[config.mk]
export PLATFORM = sky130hd
export DESIGN_NAME = uart_loader
export DESIGN_NICKNAME = d
export VERILOG_FILES = /design/src/rtl/uart_loader.sv
export SDC_FILE = /design/constraint.sdc
export NUM_CORES = 1
export LEC_CHECK = 0
export BUFFER_PORTS_ARGS = -buffer_cell sky130_fd_sc_hd__buf_2
export CORE_MARGIN = 1
export CORE_UTILIZATION = 34
export CTS_BUF_LIST = sky130_fd_sc_hd__clkbuf_4
export DETAILED_ROUTE_END_ITERATION = 8
export HOLD_SLACK_MARGIN = 0.05
export PLACE_DENSITY = 0.62
export SKIP_CTS_REPAIR_TIMING = 1
export SYNTH_ARGS = -nofsm -noshare
export SYNTH_HDL_FRONTEND = slang
export SYNTH_SLANG_ARGS = --single-unit
[constraint.sdc]
create_clock -name clk -period 5.1 [get_ports clk]
set_input_delay 0.255 -clock clk [delete_from_list [all_inputs] [get_ports clk]]
set_output_delay 0.255 -clock clk [all_outputs]
set_load 0.03 [all_outputs]
[src/rtl/uart_loader.sv]
// Boot loader: receives a length-prefixed little-endian program image over UART,
// writes it into the instruction ROM, and holds the core in reset until done.
module uart_loader #(
  parameter int          CLK_DIV   = 434,
  parameter logic [31:0] BASE_ADDR = 32'h0000_0000,
  parameter int          MAX_WORDS = 4096
) (
  input  logic        clk,
  input  logic        rstn,
  input  logic        boot_en_i,
  input  logic        uart_rx_i,
  output logic        rom_cs_o,
  output logic        rom_we_o,
  output logic [3:0]  rom_wem_o,
  output logic [31:0] rom_addr_o,
  output logic [31:0] rom_data_o,
  output logic        core_rstn_o,
  output logic        load_done_o,
  output logic        load_err_o
);

  localparam int              CNT_W    = $clog2(CLK_DIV);
  localparam logic [CNT_W-1:0] HALF_CNT = CNT_W'(CLK_DIV/2 - 1);
  localparam logic [CNT_W-1:0] FULL_CNT = CNT_W'(CLK_DIV - 1);

  typedef enum logic [1:0] {RX_IDLE, RX_START, RX_DATA, RX_STOP} rx_st_e;
  typedef enum logic [2:0] {S_IDLE, S_LEN, S_DATA, S_WRITE, S_DONE, S_ERR} st_e;

  // ---------------- UART receiver ----------------
  rx_st_e           rx_st_q;
  logic             rx_meta_q, rx_sync_q, rx_prev_q;
  logic [CNT_W-1:0] rx_cnt_q;
  logic [2:0]       rx_bit_q;
  logic [7:0]       rx_sh_q;
  logic             byte_vld_q, frame_err_q;

  always_ff @(posedge clk or negedge rstn) begin
    if (!rstn) begin
      rx_meta_q   <= 1'b1;
      rx_sync_q   <= 1'b1;
      rx_prev_q   <= 1'b1;
      rx_st_q     <= RX_IDLE;
      rx_cnt_q    <= '0;
      rx_bit_q    <= '0;
      rx_sh_q     <= '0;
      byte_vld_q  <= 1'b0;
      frame_err_q <= 1'b0;
    end else begin
      rx_meta_q   <= uart_rx_i;
      rx_sync_q   <= rx_meta_q;
      rx_prev_q   <= rx_sync_q;
      byte_vld_q  <= 1'b0;
      frame_err_q <= 1'b0;
      case (rx_st_q)
        RX_IDLE: if (rx_prev_q && !rx_sync_q) begin
          rx_st_q  <= RX_START;
          rx_cnt_q <= HALF_CNT;
        end
        RX_START: begin
          if (rx_cnt_q == '0) begin
            // A line that is high again at mid start-bit was only a glitch
            if (rx_sync_q) rx_st_q <= RX_IDLE;
            else begin
              rx_st_q  <= RX_DATA;
              rx_cnt_q <= FULL_CNT;
              rx_bit_q <= '0;
            end
          end else rx_cnt_q <= rx_cnt_q - 1'b1;
        end
        RX_DATA: begin
          if (rx_cnt_q == '0) begin
            rx_sh_q  <= {rx_sync_q, rx_sh_q[7:1]};
            rx_cnt_q <= FULL_CNT;
            rx_bit_q <= rx_bit_q + 1'b1;
            if (rx_bit_q == 3'd7) rx_st_q <= RX_STOP;
          end else rx_cnt_q <= rx_cnt_q - 1'b1;
        end
        RX_STOP: begin
          if (rx_cnt_q == '0) begin
            if (rx_sync_q) byte_vld_q  <= 1'b1;
            else           frame_err_q <= 1'b1;
            rx_st_q <= RX_IDLE;
          end else rx_cnt_q <= rx_cnt_q - 1'b1;
        end
        default: rx_st_q <= RX_IDLE;
      endcase
    end
  end

  // ---------------- Word assembly + load FSM ----------------
  st_e         st_q;
  logic [31:0] word_q, rem_q;
  logic [1:0]  idx_q;
  logic [31:0] full_word;
  logic        accept, word_done;

  // rx_sh_q is stable on the byte_vld cycle, so it doubles as the received byte
  assign full_word = {rx_sh_q, word_q[31:8]};
  assign accept    = (st_q == S_LEN) || (st_q == S_DATA) || (st_q == S_WRITE);
  assign word_done = byte_vld_q && (idx_q == 2'd3);

  always_ff @(posedge clk or negedge rstn) begin
    if (!rstn) begin
      st_q        <= S_IDLE;
      word_q      <= '0;
      idx_q       <= '0;
      rem_q       <= '0;
      rom_cs_o    <= 1'b0;
      rom_we_o    <= 1'b0;
      rom_wem_o   <= 4'h0;
      rom_addr_o  <= BASE_ADDR;
      rom_data_o  <= '0;
      core_rstn_o <= 1'b0;
      load_done_o <= 1'b0;
      load_err_o  <= 1'b0;
    end else begin
      if (byte_vld_q && accept) begin
        word_q <= full_word;
        idx_q  <= idx_q + 1'b1;
      end
      case (st_q)
        S_IDLE: begin
          if (boot_en_i) st_q <= S_LEN;
          else begin
            st_q        <= S_DONE;
            load_done_o <= 1'b1;
            core_rstn_o <= 1'b1;
          end
        end
        S_LEN: begin
          if (frame_err_q) begin
            st_q       <= S_ERR;
            load_err_o <= 1'b1;
          end else if (word_done) begin
            if (full_word == '0) begin
              st_q        <= S_DONE;
              load_done_o <= 1'b1;
              core_rstn_o <= 1'b1;
            end else if (full_word > 32'(MAX_WORDS)) begin
              st_q       <= S_ERR;
              load_err_o <= 1'b1;
            end else begin
              st_q       <= S_DATA;
              rem_q      <= full_word;
              rom_addr_o <= BASE_ADDR;
            end
          end
        end
        S_DATA: begin
          if (frame_err_q) begin
            st_q       <= S_ERR;
            load_err_o <= 1'b1;
          end else if (word_done) begin
            st_q       <= S_WRITE;
            rom_cs_o   <= 1'b1;
            rom_we_o   <= 1'b1;
            rom_wem_o  <= 4'hF;
            rom_data_o <= full_word;
          end
        end
        S_WRITE: begin
          rom_cs_o   <= 1'b0;
          rom_we_o   <= 1'b0;
          rom_wem_o  <= 4'h0;
          rom_addr_o <= rom_addr_o + 32'd4;
          rem_q      <= rem_q - 1'b1;
          if (rem_q == 32'd1) begin
            st_q        <= S_DONE;
            load_done_o <= 1'b1;
            core_rstn_o <= 1'b1;
          end else st_q <= S_DATA;
        end
        S_DONE, S_ERR: st_q <= st_q;
        default: st_q <= S_IDLE;
      endcase
    end
  end

endmodule

### Word level (Yosys, flattened, before mapping)

Cells that the tools add are included.

* register bits: 167
* output and inout bits: 73

* $add $sub $neg: 5
* order comparisons: 1
* equal/unequal tests: 33
* multiplexer cells: 60
* bitwise logic cells: 2
* reduce and logical (&&, ||, !) cells: 26

Operators by type and width (count)
* $mux 32: 8
* $pmux 32 s2: 2
* $mux 9: 5
* $pmux 9 s4: 1
* $mux 3: 11
* $add 32x3->32 const B: 1
* $eq 32x1->1 const B: 1
* $gt 32x13->1 const B: 1
* $logic_not 32->1: 1
* $sub 32x1->32 const B: 1
* $ne 2x2->1 const B: 15
* $mux 1: 18
* $pmux 3 s5: 1
* $reduce_and 5->1: 3
* $mux 2: 6
* $ne 3x3->1 const B: 4
* $reduce_and 3->1: 4
* $eq 3x3->1 const B: 3
* $logic_not 9->1: 1
* $sub 9x1->9 const B: 1
* $mux 4: 2
* $pmux 2 s4: 1
* $pmux 4 s2: 1
* $reduce_bool 2->1: 4
* 22 further kinds: 31

### Longest topological paths before layout

Gate-level depths: netlist (run 1).

* depth after elaboration: 6
* gate-level depth with buffers: 10
* mapped depth without buffers: 8

### Least setup slack after synthesis (run 1)

No wires, ideal clock.

* path kind: reg2reg
* start point: register rx_cnt_q[0]
* end point: register rx_cnt_q[6]
* library setup time: 0.129 ns
* data arrival time: 2.344 ns
* slack: 2.628 ns
* cell stages (with the launch flop): 10
* path buffers: 1
* period minus slack after synthesis: 2.472 ns
* cell sequence: dfrtp_1 inv_1 ha_1 or4b_1 clkbuf_1 or4b_1 a21oi_1 nor2_1 o21ai_0 o21ai_0

* longest elaborated chain between the ends: 3

Ends and longest elaborated chain
* from (decl): RTL line 32 `logic [CNT_W-1:0] rx_cnt_q;`
* from (signal assigned): RTL line 68 `end else rx_cnt_q <= rx_cnt_q - 1'b1;`
* from (signal assigned): RTL line 76 `end else rx_cnt_q <= rx_cnt_q - 1'b1;`
* from (signal assigned): RTL line 83 `end else rx_cnt_q <= rx_cnt_q - 1'b1;`
* $sub 9x1->9 or $logic_not 9->1 (tied branches)
* $mux 9, or another cell as far along: RTL line 79 `if (rx_cnt_q == '0) begin`
* $pmux 9 s4 or $reduce_and 3->1 (tied branches)

Parallel ways exist; a longest one is shown, timed or not. The select of a mux whose other input is x is not followed.
A chain may end at the register's enable or synchronous reset.

### Worst setup path in the final report (run 1)

* start point: register word_q[8]
* end point: register rem_q[11]

* longest elaborated chain between the ends: 3

Ends and longest elaborated chain
* from (decl): RTL line 92 `logic [31:0] word_q, rem_q;`
* from (signal assigned): RTL line 118 `word_q <= full_word;`
* $gt 32x13->1 or $logic_not 32->1 (tied branches): RTL line 139, 135
* $ne 2x2->1 (no line)
* $reduce_and 5->1 (no line) (*)
* to (signal assigned): RTL line 144 `rem_q <= full_word;`
* to (signal assigned): RTL line 166 `rem_q <= rem_q - 1'b1;`
* to (decl): RTL line 92

Mark *: on every way between the ends. The rest lies on a longest branch, timed or not.

==> results of run 1 <==
==> cells by family (layout without fill, tap and decap cells) <==
kind of cell | Yosys count | in the layout | share of synthesized area [%]
adders and majority gates | 12 | 12 | 1.95
xor gates and xnor gates | 26 | 26 | 2.96
other | 1 | 3 | 0.0488
and+or+nand+nor | 280 | 280 | 18.0
muxes | 62 | 62 | 9.02
buffers and inverters | 65 | 135 | 3.81
DFF | 153 | 153 | 49.8
AOI/OAI and AO/OA | 161 | 161 | 14.4
==> tightest hold or removal path, delay by kind of cell <==
kind | cells | cell delay [ns]
and+or+nand+nor | 1 | 0.07
AOI/OAI and AO/OA | 2 | 0.23
buffers and inverters | 2 | 0.18
==> registers in the layout, indices dropped and copies added, names as in the netlist, 3 cells and up <==
signal	count
rx_cnt_q	9
word_q	24
rom_data_o	32
st_q	3
rx_bit_q	3
rom_addr_o	30
rem_q	32
rx_sh_q	8
==> worst paths after layout <==
check | startpoint | end | slack, ns | depth (start not counted)
hold reg to reg | rx_meta_q | rx_sync_q | 0.37 | 0
setup reg to reg | word_q[8] | rem_q[11] | 1.87 | 7
min in group asynchronous | rstn | rom_data_o[1] | 0.36 | 2
max in group asynchronous | rstn | byte_vld_q | 3.45 | 3
hold / removal | boot_en_i | load_done_o | 0.21 | 5
setup / recovery | word_q[8] | rem_q[11] | 1.87 | 7
==> cell usage after synthesis, types with 10 or more instances <==
library cell / count / share of area (%)
a211oi_1: 14 / 1.4
a21oi_1: 43 / 2.8
clkbuf_1: 25 / 1.2
dfrtp_1: 150 / 49
ha_1: 12 / 2.0
inv_1: 19 / 0.93
mux2_2: 58 / 8.5
nand2_1: 79 / 3.9
nand3_1: 30 / 2.0
nor2_1: 74 / 3.6
nor3_1: 21 / 1.4
o21ai_0: 46 / 3.0
or4_1: 10 / 0.98
xnor2_1: 25 / 2.8
==> power groups by stage <==
stage	Clock (mW)	Combinational [mW]	Sequential [mW]
2_1_floorplan	0	0.321	1.34
3_3_place_gp	0	0.416	1.35
3_5_place_dp	0	0.419	1.35
4_1_cts	0.777	0.419	1.33
5_1_grt	0.827	0.480	1.34
6_report	0.750	0.418	1.33
==> per-stage QoR <==
stage | setup WS, ns | cells | hold slack (ns)
CTS | 1.86 | 1109 | -0.261
global placement | 2.00 | 1078 | 0.346
detailed placement | 1.91 | 1078 | 0.353
global route | 1.64 | 1112 | 0.202
finish | 1.87 | 1112 | 0.214
floorplan | 2.63 | 761 | -0.0406
==> metal layers <==
| layer | vias up | track usage (%) | wire length (um) |
|---|---|---|---|
| met1 | 2856 | 21.7 | 8440 |
| met2 | 118 | 24.1 | 7790 |
| met3 | 13 | 3.44 | 630 |
| met4 | 0 | 4.37 | 194 |
| met5 | - | 0 | 0 |
| li1 | 2865 | - | - |
==> final cells by class <==
cell class / count / area (um^2)
Antenna cell: 1 / 2.50
Fill cell: 2208 / 13500
Tap cell: 280 / 350
Clock buffer: 17 / 128
Multi-Input combinational cell: 543 / 3580
Clock inverter: 14 / 149
Timing Repair Buffer: 85 / 464
Inverter: 19 / 71.3
Sequential cell: 153 / 3830
==> summary.md, run 1 <==
| Metric | Value |
|---|---|
| Status | `finished with violations` |
| Failing checks | `design-rule violations` |
| Layout cell share with drive strength beyond 1 | `23.6%` |
| Core Box Area | `about 22000 um^2` |
| Largest net degree at the start of global routing | `95` |
| Synth async-reset ratio | `100%` |
| Maximum clock rate | `a little over 0.3 GHz` |
| Final hold vios | `0` |
| Clock share of power | `30.1%` |
| Area grow syn2layout | `11.5%` |
| Sequential share of the synthesized area | `~50%` |
| CTS tree | `built` |
| Final Skew | `around 0.032 ns` |
| Slew HR | `41.9%` |
| Critical path class | `reg -> reg` |
| Clock latency on the worst-skew pair | `approximately 0.56 ns` |
| Vias per cell | `5.26` |
| PwrDens | `between 200 and 300 nW/um^2` |
| Row cnt | `between 50 and 60` |
| GPL Wtd Cong | `0.775` |
| Switching pwr | `0.776 mW` |
| Switch share | `31.1%` |
| Worst slew pin tran | `between 0.8 and 0.9 ns` |
| Synth Area per Inst | `just over 10 um^2` |
| Setup violations, final | `0` |
| Max Cap Viol | `0` |
| Initial antenna violation count | `1` |
| Commonest non-fill, non-tap cell in the layout | `dfrtp_1` |
| CP peak stage delay | `0.60 ns` |
| Antenna Nets Post-Route | `0` |
| Worst path cell trace | `or4_4 > or4_1 > nand4_1 > buf_4 > nand2_1 > a21boi_0 > a221o_1` |
| Num CTS Buffers | `17` |
| Critical Path Sink Type | `flip-flop` |
| Nets | `835` |
| Syn Inst Count | `760` |
| Pre-antenna DRT Iters | `7` |
| Worst EP arrival | `3.72 ns` |
| Sink Count | `153` |
| CP startpoint kind | `flip-flop` |
| Cell Int Power | `1.72 mW` |
| Starting Density | `34.9%` |
| Type of the most critical hold path | `in -> reg` |
| Synthesized area | `7690 um^2` |
| Setup_tns | `0 ns` |
| Post-synth EDFFs | `0` |
| Input/output buffers | `74` |
| Wire per inst | `approximately 15 um` |
| DR iter-0 viols | `376` |
| Share of total power in sequential cells | `between 50 and 60%` |
| Worst-path clk slew | `0.13 ns` |
| Maximum vdd ir drop | `between 150 and 200 uV` |
| Detailed Place HPWL | `11500 um` |
| Overall power | `between 2 and 2.5 mW` |
| Worst EP required | `5.59 ns` |
| Synth warnings | `0` |
| Max Root-Sink Buffers | `2` |
| Combinational Power Share | `16.7%` |
| Post-layout util | `38.9%` |
| RSZ-0062 raised after global routing | `false` |
| Vias in the first global route | `approximately 5600` |
| All-layer global routing usage | `between 10% and 20%` |
| Root buffer cell | `clkbuf_4` |
| Gr ovfl total | `0` |
| #FFs+latches synth | `around 150` |
| First-pass GRT wire length | `29100 um` |
| H-tree depth | `4` |
| DR vias | `around 6000` |
| Critical Path Fanout Max | `29` |
| Netlist cell types | `66` |
| Die Height | `152 um` |
| Delay-heaviest family, CP | `simple AND/OR/NAND/NOR gates` |
| Final Cell Area | `between 8000 and 9000 um^2` |
| P_leak | `4.13 nW` |
| Period Utilization, post-route | `a little over three fifths` |
| Commonest non-fill, non-tap cells in the layout | `150 x dfrtp_1, 78 x nand2_1, 73 x buf_2` |
| Die Wd | `about 150 um` |
| CP max stage cell | `nand2_1` |
| Final WL | `17100 um` |
| Io pins | `77` |
| Placed inst area | `8280 um^2` |
| DRC | `5` |
| Synth Flop Type | `dfrtp_1` |
| Total die area | `23200 um^2` |
| Min Tclk post-route | `3.23 ns` |
| Worst Path Buf+Inv | `1` |
| Pins Over Slew Limit | `0` |
Power figures use the tool's default switching activity.
==> run 2: changes to the inputs <==
Settings changed: ABC_AREA from default to 1, PLACE_DENSITY 0.62 to 0.63.
Clock period 5.1 ns to 2.8 ns, I/O delays scaled along.
==> summary.md, run 2 <==
| Metric | Value |
|---|---|
| Status | `finished clean` |
| Synth Area per Inst | `7.43 um^2 (-27%)` |
| Pre-CTS WS | `0.721 ns (-1.19 ns)` |
| Pre-antenna DRT Iters | `5 (-2)` |
| Largest family of logic cells by synthesized area | `simple AND/OR/NAND/NOR gates` |
| Pins Over Slew Limit | `0 (unchanged)` |
| Simple-gate portion of the synthesized area | `34.7% (+17 points)` |
| Synth Flop Type | `dfrtp_1` |
| Num CTS Buffers | `17 (unchanged)` |
| Adder-cell area share of the yosys netlist | `1.81% (-0.15 points)` |
| GPL Wtd Cong | `0.900 (+16%)` |
| Vias per cell | `4.70 (-11%)` |
| Commonest non-fill, non-tap cell in the layout | `nand2_1` |
| Core Box Area | `23800 um^2 (+7.8%)` |
| Area grow syn2layout | `11.0%` |
| Detailed Place HPWL | `13600 um (+18%)` |
| Netlist cell types | `41 (-38%)` |
| Type of the most critical hold path | `in -> reg` |
| Commonest non-fill, non-tap cells in the layout | `382 x nand2_1, 150 x dfrtp_1, 126 x nor2_1` |
| Root buffer cell | `clkbuf_4` |
| Row cnt | `56 (+3.7%)` |
| Syn Inst Count | `1119 (+47%)` |
| Sink Count | `153 (unchanged)` |
| P_leak | `4.89 nW (+18%)` |
| Io pins | `77 (unchanged)` |
| Wire per inst | `12.4 um (-19%)` |
| Critical path class | `reg -> reg` |
| Sequential share of the synthesized area | `46.1% (-3.7 points)` |
| Starting Density | `35.0% (+0.091 points)` |
| Synth area leader | `dfrtp_1` |
| Worst EP required | `3.24 ns (-2.35 ns)` |
| Largest net degree at the start of global routing | `65 (-32%)` |
| Synth warnings | `0 (unchanged)` |
| Synth async-reset ratio | `100% (unchanged)` |
| Cell Int Power | `2.95 mW (+72%)` |
| Layout cell share with drive strength beyond 1 | `13.7% (-9.9 points)` |
| Worst Reg-to-Reg Cells | `6 (-1)` |
| Clock share of power | `30.2% (about the same)` |
| Setup violations, final | `0 (unchanged)` |
| Final hold vios | `0 (unchanged)` |
| Max Cap Viol | `0 (unchanged)` |
| Maximum clock rate | `0.476 GHz (+54%)` |
| DRC | `0 (-5)` |
| Top-count cell post-synth | `nand2_1` |
| PwrDens | `461 nW/um^2 (+59%)` |
| Synthesized area | `8310 um^2 (+8.1%)` |
| Antenna Nets Post-Route | `0 (unchanged)` |
| Input/output buffers | `74 (unchanged)` |
| Clock latency on the worst-skew pair | `0.55 ns (about the same)` |
| #FFs+latches synth | `153 (unchanged)` |
| Final Skew | `0.0223 ns (-0.00948 ns)` |
| Worst-path clk slew | `0.13 ns (about the same)` |
| CP startpoint kind | `flip-flop` |
| RSZ-0062 raised after global routing | `false` |
| Critical Path Sink Type | `flip-flop` |
| Initial antenna violation count | `1 (unchanged)` |
| Combinational Power Share | `14.5% (-2.2 points)` |
| Nets | `1203 (+44%)` |
| Setup_tns | `0 ns (unchanged)` |
| All-layer global routing usage | `16.2% (+0.71 points)` |
| Maximum vdd ir drop | `294 uV (+79%)` |
| Synth Area in Compound Gates | `7.19% (-7.2 points)` |
| First-pass GRT wire length | `32500 um (+12%)` |
| Die Wd | `158 um (+3.9%)` |
| H-tree depth | `4 (unchanged)` |
| Top cell type's share of synthesized area | `45.2% (-3.7 points)` |
| Total die area | `25100 um^2 (+8.0%)` |
| PnR worst setup slack | `0.699 ns (-1.18 ns)` |
| Overall power | `4.26 mW (+71%)` |
| DR vias | `7146 (+22%)` |
| Multiplexer area fraction after synthesis | `0.542% (-8.5 points)` |
| Post-synth top cells | `382 x nand2_1, 150 x dfrtp_1, 126 x nor2_1` |
| Gr ovfl total | `0 (unchanged)` |
| Max Root-Sink Buffers | `2 (unchanged)` |
| Period Utilization, post-route | `75.0% (+12 points)` |
| Largest cells by area after synthesis | `dfrtp_1 45%, nand2_1 17%, nor2_1 5.7%` |
| Vias in the first global route | `6820 (+23%)` |
| Non-filler instance count after layout | `1519 (+37%)` |
| Switch share | `30.6% (-0.54 points)` |
| DR iter-0 viols | `472 (+26%)` |
| Post-synth EDFFs | `0 (unchanged)` |
| Critical Path Fanout Max | `62 (+110%)` |
| Slew HR | `55.0% (+13 points)` |
| Hold Path Depth | `6 (+1)` |
| Min Tclk post-route | `2.10 ns (-1.12 ns)` |
| CTS tree | `built` |
| Share of total power in sequential cells | `55.3% (+2.1 points)` |
| Worst slew pin tran | `0.675 ns (-0.196 ns)` |
| Switching pwr | `1.30 mW (+68%)` |
| Placed cells | `1485 (+38%)` |
| Biggest regs | `rem_q: 32 flops, rom_data_o: 32 flops, rom_addr_o: 30 flops` |
| Worst EP arrival | `2.55 ns (-1.17 ns)` |
| Synth Area in XOR/XNOR | `2.00% (-0.96 points)` |
| Final WL | `18800 um (+10%)` |
| Die Height | `158 um (+3.9%)` |
[run 2: cell types whose count changed after synthesis, moves of 15 or more]
cell / delta
inv_1: +86
nand2_1: +303
nor2_1: +52
nand3_1: +56
xnor2_1: -15
a21oi_1: -35
o21ai_0: +36
mux2_2: -54
[run 2: power groups by stage]
| stage | registers [mW] | clock network (mW) | logic [mW] |
|---|---|---|---|
| 2_1_floorplan | 2.38 | 0 | 0.473 |
| 3_3_place_gp | 2.39 | 0 | 0.606 |
| 3_5_place_dp | 2.40 | 0 | 0.621 |
| 4_1_cts | 2.35 | 1.34 | 0.623 |
| 5_1_grt | 2.37 | 1.42 | 0.716 |
| 6_report | 2.35 | 1.29 | 0.618 |
[run 2: final cells by class]
class,count,area (um^2)
clock buffer,17,128
fill,2485,14500
inverter,111,417
timing repair buffer,83,474
tap,319,399
clock inverter,14,123
sequential,153,3830
multi-input combinational,821,3850
antenna,1,2.50
[run 2: metrics by stage]
step / utilization [%] / instance area (um^2) / hold WS, ns
after floorplan: - / 8320 / -0.156
after global placement: 37.7 / 8950 / 0.183
after detailed placement: 37.7 / 8950 / 0.177
after CTS: 38.7 / 9200 / -0.441
after global routing: 38.8 / 9230 / 0.0969
final: 38.8 / 9230 / 0.0778
[run 2: cell families (layout without fill, tap and decap cells)]
family	Yosys count	count (layout)
flops	153	153
other cells	1	3
buf+inv	146	225
compound gates	110	110
mux	4	4
simple gates	674	674
xor+xnor	19	19
fa+ha+maj	12	12
[run 2: final timing paths]
kind	slack, ns	to	start
worst max register to register	0.70	rom_addr_o[13]	idx_q[0]
worst min register to register	0.37	rx_sync_q	rx_meta_q
worst max-delay path	0.70	rom_addr_o[13]	idx_q[0]
min in group asynchronous	0.13	rem_q[15]	rstn
worst min-delay path	0.08	load_done_o	boot_en_i
max in group asynchronous	1.88	rom_data_o[31]	rstn
[run 2: routing by layer]
layer	global-route usage [%]	up-vias	part of all wire, %
li1	-	3659	-
met1	21.2	3347	47
met2	27.3	122	47
met3	3.29	18	4.1
met4	4.26	0	1.1
met5	0	-	0
[run 2: critical path: stages (launching register included)]
cell	delay (ns)
dfrtp_1	0.39
ha_1	0.15
nand2_1	0.10
a21oi_2	0.55
nand2_4	0.51
nand2_1	0.18
nand2_1	0.07
